$ cat config.mk
export PLATFORM = sky130hd
export DESIGN_NAME = sqrt_pipe
export DESIGN_NICKNAME = d
export VERILOG_FILES = /design/src/rtl/sqrt_pkg.sv /design/src/rtl/sqrt_pipe_stage.sv /design/src/rtl/sqrt_pipe.sv
export SDC_FILE = /design/constraint.sdc
export NUM_CORES = 1
export LEC_CHECK = 0
export CAP_MARGIN = 20
export CELL_PAD_IN_SITES_DETAIL_PLACEMENT = 1
export CELL_PAD_IN_SITES_GLOBAL_PLACEMENT = 1
export CORE_ASPECT_RATIO = 1.4
export CORE_MARGIN = 2
export CORE_UTILIZATION = 45
export DETAILED_ROUTE_END_ITERATION = 16
export HOLD_SLACK_MARGIN = 0.12
export PLACE_DENSITY_LB_ADDON = 0.12
export SLEW_MARGIN = 20
export SYNTH_ARGS = -nofsm -noshare
export SYNTH_HDL_FRONTEND = slang
export SYNTH_SLANG_ARGS = --single-unit
$ cat constraint.sdc
create_clock -name clk -period 5.4 [get_ports clk]
set_input_delay 1.35 -clock clk [delete_from_list [all_inputs] [get_ports clk]]
set_output_delay 1.35 -clock clk [all_outputs]
set_load 0.02 [all_outputs]
$ cat src/rtl/sqrt_pkg.sv
// Shared sizing helpers for the pipelined square root.
package sqrt_pkg;

    // Extra sign bit on top of the remainder width for the restoring trial subtraction.
    localparam int unsigned REM_GUARD = 1;

    // Result width: integer bits cover ceil(in_w/2), plus the requested fraction bits.
    function automatic int unsigned sqrt_out_w(input int unsigned in_w,
                                               input int unsigned out_f);
        return (in_w + 1) / 2 + out_f;
    endfunction

    // Number of register stages needed to resolve out_w bits at bits_per_cyc per stage.
    function automatic int unsigned sqrt_lat(input int unsigned out_w,
                                             input int unsigned bits_per_cyc);
        return (out_w + bits_per_cyc - 1) / bits_per_cyc;
    endfunction

endpackage

$ cat src/rtl/sqrt_pipe_stage.sv
// One register stage of the restoring square root: resolves NBITS result bits MSB-first,
// starting at result step FIRST_BIT, then registers the partial state when en is high.
module sqrt_pipe_stage
    import sqrt_pkg::*;
#(
    parameter int unsigned OUT_W     = 13,
    parameter int unsigned NBITS     = 1,
    parameter int unsigned TAG_W     = 8,
    parameter int unsigned FIRST_BIT = 0,
    localparam int unsigned REM_W    = OUT_W + 1,
    localparam int unsigned TW       = REM_W + REM_GUARD,
    localparam int unsigned RAD_W    = 2 * OUT_W
) (
    input  logic             clk,
    input  logic             rst,
    input  logic             en,
    input  logic             in_valid,
    input  logic [RAD_W-1:0] in_rad,
    input  logic [REM_W-1:0] in_rem,
    input  logic [OUT_W-1:0] in_root,
    input  logic [TAG_W-1:0] in_tag,
    output logic             out_valid,
    output logic [RAD_W-1:0] out_rad,
    output logic [REM_W-1:0] out_rem,
    output logic [OUT_W-1:0] out_root,
    output logic [TAG_W-1:0] out_tag
);

    logic             valid_d, valid_q;
    logic [RAD_W-1:0] rad_d, rad_q;
    logic [REM_W-1:0] rem_d, rem_q;
    logic [OUT_W-1:0] root_d, root_q;
    logic [TAG_W-1:0] tag_d, tag_q;

    logic signed [TW-1:0] trial;
    logic [REM_W-1:0]     rem_c;
    logic [OUT_W-1:0]     root_c;
    logic [1:0]           pair;
    int unsigned          lsb;

    // Chained restoring steps. Truncating arithmetic is exact: the true trial always fits
    // in TW signed bits, and every kept/restored remainder fits in REM_W bits.
    always_comb begin
        trial  = '0;
        pair   = '0;
        lsb    = 0;
        rem_c  = in_rem;
        root_c = in_root;
        for (int unsigned i = 0; i < NBITS; i++) begin
            lsb   = RAD_W - 2 - 2 * (FIRST_BIT + i);
            pair  = in_rad[lsb +: 2];
            trial = TW'({rem_c, pair}) - TW'({root_c, 2'b01});
            if (trial[TW-1]) begin
                rem_c = REM_W'({rem_c, pair});
            end else begin
                rem_c = trial[REM_W-1:0];
            end
            root_c = OUT_W'({root_c, ~trial[TW-1]});
        end
    end

    // Next state: advance on enable, otherwise hold.
    always_comb begin
        valid_d = valid_q;
        rad_d   = rad_q;
        rem_d   = rem_q;
        root_d  = root_q;
        tag_d   = tag_q;
        if (en) begin
            valid_d = in_valid;
            rad_d   = in_rad;
            rem_d   = rem_c;
            root_d  = root_c;
            tag_d   = in_tag;
        end
    end

    // Stage registers; data is cleared too so the final stage presents zeros after reset.
    always_ff @(posedge clk) begin
        if (rst) begin
            valid_q <= 1'b0;
            rad_q   <= '0;
            rem_q   <= '0;
            root_q  <= '0;
            tag_q   <= '0;
        end else begin
            valid_q <= valid_d;
            rad_q   <= rad_d;
            rem_q   <= rem_d;
            root_q  <= root_d;
            tag_q   <= tag_d;
        end
    end

    assign out_valid = valid_q;
    assign out_rad   = rad_q;
    assign out_rem   = rem_q;
    assign out_root  = root_q;
    assign out_tag   = tag_q;

endmodule

$ cat src/rtl/sqrt_pipe.sv
// Fully pipelined restoring square root with valid/ready flow control, tag and remainder.
// out_root = floor(sqrt(in_data * 4^OUT_F)), out_rem = in_data * 4^OUT_F - out_root^2.
module sqrt_pipe
    import sqrt_pkg::*;
#(
    parameter int unsigned IN_W         = 18,
    parameter int unsigned OUT_F        = 4,
    parameter int unsigned BITS_PER_CYC = 1,
    parameter int unsigned TAG_W        = 8,
    localparam int unsigned OUT_I       = (IN_W + 1) / 2,
    localparam int unsigned OUT_W       = sqrt_out_w(IN_W, OUT_F),
    localparam int unsigned REM_W       = OUT_W + 1,
    localparam int unsigned LAT         = sqrt_lat(OUT_W, BITS_PER_CYC)
) (
    input  logic             clk,
    input  logic             rst,
    input  logic             in_valid,
    output logic             in_ready,
    input  logic [IN_W-1:0]  in_data,
    input  logic [TAG_W-1:0] in_tag,
    output logic             out_valid,
    input  logic             out_ready,
    output logic [OUT_W-1:0] out_root,
    output logic [REM_W-1:0] out_rem,
    output logic [TAG_W-1:0] out_tag
);

    localparam int unsigned RAD_W = 2 * OUT_W;

    logic             en;
    logic [LAT:0]     vld_s;
    logic [RAD_W-1:0] rad_s  [LAT+1];
    logic [REM_W-1:0] rem_s  [LAT+1];
    logic [OUT_W-1:0] root_s [LAT+1];
    logic [TAG_W-1:0] tag_s  [LAT+1];
    logic [2*OUT_I-1:0] rad_ext;
    logic             unused_rad;

    // Zero-extend to an even number of integer bits first so odd IN_W needs no scaling fix.
    assign rad_ext = (2 * OUT_I)'(in_data);

    // Single global enable: the whole pipe moves unless the output is stalled.
    assign en       = !vld_s[LAT] || out_ready;
    assign in_ready = en;

    assign vld_s[0]  = in_valid;
    assign rad_s[0]  = RAD_W'(rad_ext) << (2 * OUT_F);
    assign rem_s[0]  = '0;
    assign root_s[0] = '0;
    assign tag_s[0]  = in_tag;

    for (genvar k = 0; k < LAT; k++) begin : g_stage
        // The last stage picks up whatever bits remain when BITS_PER_CYC does not divide OUT_W.
        localparam int unsigned NB = (k == LAT - 1) ?
                                     OUT_W - (LAT - 1) * BITS_PER_CYC : BITS_PER_CYC;
        sqrt_pipe_stage #(
            .OUT_W    (OUT_W),
            .NBITS    (NB),
            .TAG_W    (TAG_W),
            .FIRST_BIT(k * BITS_PER_CYC)
        ) u_stage (
            .clk      (clk),
            .rst      (rst),
            .en       (en),
            .in_valid (vld_s[k]),
            .in_rad   (rad_s[k]),
            .in_rem   (rem_s[k]),
            .in_root  (root_s[k]),
            .in_tag   (tag_s[k]),
            .out_valid(vld_s[k+1]),
            .out_rad  (rad_s[k+1]),
            .out_rem  (rem_s[k+1]),
            .out_root (root_s[k+1]),
            .out_tag  (tag_s[k+1])
        );
    end

    // The radicand is fully consumed by the last stage.
    assign unused_rad = ^rad_s[LAT];

    assign out_valid = vld_s[LAT];
    assign out_root  = root_s[LAT];
    assign out_rem   = rem_s[LAT];
    assign out_tag   = tag_s[LAT];

endmodule

==> run_results.csv <==
group,metric,value,unit
run_status,status,"finished clean",
worst_setup_path,crit_path_start_kind,"input pin",
global_route,grt_pass1_vias,17080,
clocking,cts-resized-gates,0,
detailed_routing,drt-total-wl,47940,um
floorplanning,die_area,45360,um2
sta,setup_viol,0,
pwr,ir_drop,0.3570,mV
pwr,p_seq_share,33.0,%
logic_synthesis,syn_inst,2487,
logic_synthesis,yosysWarnings,0,
sta,finClkSkew,0.01786,ns
floorplanning,rows,90,
logic_synthesis,syn_area,19640,um2
detailed_routing,antenna_left,0,
logic_synthesis,yosys-top-cells-area,"dfxtp_1, nand2_1, a21oi_1",
worst_setup_path,path_max_fanout,68,
cells_and_area,fin_nets,2580,
sta,relSlewSlack,31.43,%
logic_synthesis,ys_ff_latch,424,
pwr,p_sw,4.362,mW
sta,maxSlewViolCount,0,
worst_setup_path,crit_arrival,3.04,ns
worst_setup_path,cp.required,4.05,ns
clocking,htree_num_levels,2,
detailed_routing,wl_per_cell,15.72,um
pwr,internal_power,8.025,mW
logic_synthesis,synth-main-ff-cell,"dfxtp_1",
pwr,p_comb_share,39.7,%
placed_design,place_congestion,0.8102,
cells_and_area,final_common_cell,"nand2_1",
floorplanning,io_pins,67,
clocking,numCtsBuffers,43,
cells_and_area,antenna_cells,0,
logic_synthesis,synth_top_area_cell,"dfxtp_1",
logic_synthesis,seq_area_frac_synth,43.21,%
clocking,clkLatencyLatePin,0.56,ns
logic_synthesis,synth_edf_count,0,
sta,fmax,227.9,MHz
sta,hold_violations,0,
detailed_routing,viasPerCell,5.390,
sta,period_share,81.25,%
cells_and_area,layout_common_cells,"nand2_1, dfxtp_1, a21oi_1",
min_path,hold_class,"reg -> reg",
logic_synthesis,synth_fp_nets,2605,
floorplanning,die_h,251.2,um
job,max_cap_viol_count,0,
clocking,cts_hold_buf,0,
placed_design,io_buffer_count,66,
floorplanning,die_w,180.6,um
cells_and_area,drive_gt1_share,4.846,%
clocking,post_cts_buffers,0,
detailed_routing,drt_iter0_drc,614,
global_route,grt_usage,20.92,%
detailed_routing,drc,0,
cells_and_area,areaGrowthSynthToFinish,13.20,%
placed_design,dp_hpwl,31000,um
worst_setup_path,path_class,"in -> out",
cells_and_area,fillCellCount,5227,
clocking,cts_tree,"built",
sta,max_slew.worst_pin.slew,1.024,ns
pwr,cellPowerDensity,557.0,nW/um2
logic_synthesis,synth_top_cell_area_share,43.21,%
worst_setup_path,crit_path_end_kind,"output pin",
cells_and_area,finalNonFillerCells,3049,
pwr,swShare,35.22,%
pwr,pwr-share-clk,27.3,%
clocking,ctsLongestPathBuffers,3,
placed_design,placed_area,20610,um2
global_route,grt_first_pass_wirelength,81400,um
global_route,grt_max_degree,237,
floorplanning,coreArea,43130,um2
pwr,p_leak,8.467,nW
detailed_routing,num_vias,16434,
global_route,globalRouteOverflowTotal,0,
detailed_routing,drt_pre_antenna_iters,4,
clocking,root_buffer,"clkbuf_16",
cells_and_area,final_area,22240,um2
sta,rsz0062_at_grt,"no",
logic_synthesis,synth.avg_cell_area,7.899,um2
sta,post-route-min-period,4.387,ns
global_route,antenna_found_initial,0,
logic_synthesis,synthArstFlopShare,0,%
logic_synthesis,synth_cell_types,73,
placed_design,dpl.cell_count,2969,
sta,tns,0,ns
floorplanning,start_util,45.55,%
clocking,clk_pin_slew,0.06,ns
clocking,cts_sinks,424,
pwr,power,12.39,mW
-- cells by family after synthesis --
kind of cell / after synthesis / synth area share (%)
adder cells (fa/ha/maj): 88 / 5.758
multiplexers: 54 / 2.758
buffers and inverters: 261 / 5.115
AND/OR/NAND/NOR: 956 / 20.31
flip-flops: 424 / 43.21
XOR/XNOR: 97 / 4.401
AO/OA/AOI/OAI: 607 / 18.45
-- registers in the layout, summed over array words and instances (netlist names) --
name and cells:
g_stage.u_stage.out_rad 72, g_stage.u_stage.out_rem 147, g_stage.u_stage.out_root 88, g_stage.u_stage.out_tag 104, g_stage.u_stage.out_valid 13
-- power by group through the flow --
stage / Sequential (mW) / Combinational, mW / Clock (mW)
after floorplan: 4.03 / 3.87 / 0
after global placement: 4.14 / 4.69 / 0
after detailed placement: 4.16 / 4.93 / 0
after CTS: 4.10 / 4.98 / 3.47
after global routing: 4.16 / 5.52 / 3.59
final: 4.09 / 4.92 / 3.38
-- cell usage after synthesis (6+ instances only) --
master / n
nand2_1: 623
dfxtp_1: 424
a21oi_1: 339
nor2_1: 184
clkbuf_1: 140
inv_1: 111
a211oi_1: 92
ha_1: 84
xnor2_1: 58
o21ai_0: 57
mux2i_1: 53
nor3_1: 39
xor2_1: 37
o21a_1: 31
nor2b_1: 19
a21o_1: 15
nand3_1: 14
a311oi_1: 13
nand2b_1: 13
nor4_1: 11
or3_1: 9
o211ai_1: 8
o31ai_1: 7
or2_2: 6
-- final cells by class --
cell class / count / area (um2) / area share [%]
Multi-Input combinational cell: 1802 / 10170 / 45.74
Clock buffer: 55 / 1211 / 5.446
Clock inverter: 25 / 419.2 / 1.885
Timing Repair Buffer: 80 / 833.3 / 3.747
Inverter: 111 / 424.2 / 1.907
Tap cell: 552 / 690.7 / 3.106
Sequential cell: 424 / 8488 / 38.17
-- metrics by stage --
step	utilization (%)	worst slack (ns)	hold slack, ns
floorplan	-	1.499	0.4269
global placement	47.77	1.018	0.4386
detailed placement	47.78	0.9895	0.4442
CTS	51.56	0.9922	0.4506
global route	51.56	0.9415	0.4721
finish	51.56	1.013	0.4477
-- critical path, stage by stage --
cell	delay, ns
clkdlybuf4s50_1	0.51
nor2b_4	0.08
inv_8	0.29
clkdlybuf4s50_1	0.79
-- path summary, 6_finish.rpt --
path / from / to / slack [ns] / cells past startpoint
setup / recovery: out_ready / in_ready / 1.01 / 4
hold / removal: g_stage[12].u_stage.out_root[8]$_SDFFE_PP0P_ / g_stage[12].u_stage.out_root[8]$_SDFFE_PP0P_ / 0.45 / 2
setup reg to reg: g_stage[11].u_stage.out_root[4]$_SDFFE_PP0P_ / g_stage[12].u_stage.out_rem[10]$_SDFFE_PP0P_ / 2.20 / 10
hold reg to reg: g_stage[12].u_stage.out_root[8]$_SDFFE_PP0P_ / g_stage[12].u_stage.out_root[8]$_SDFFE_PP0P_ / 0.45 / 2
-- layer usage --
layer | routed length, um | share of wire [%] | up-vias | GRT usage, %
met4 | 970 | 2.0 | 0 | 5.668
met1 | 20710 | 43 | 7953 | 24.37
met3 | 953 | 2.0 | 62 | 2.521
met2 | 25310 | 53 | 106 | 39.97
li1 | - | - | 8313 | -
met5 | 0 | 0 | - | 0
Note: power is estimated with default switching activity, not from simulation.
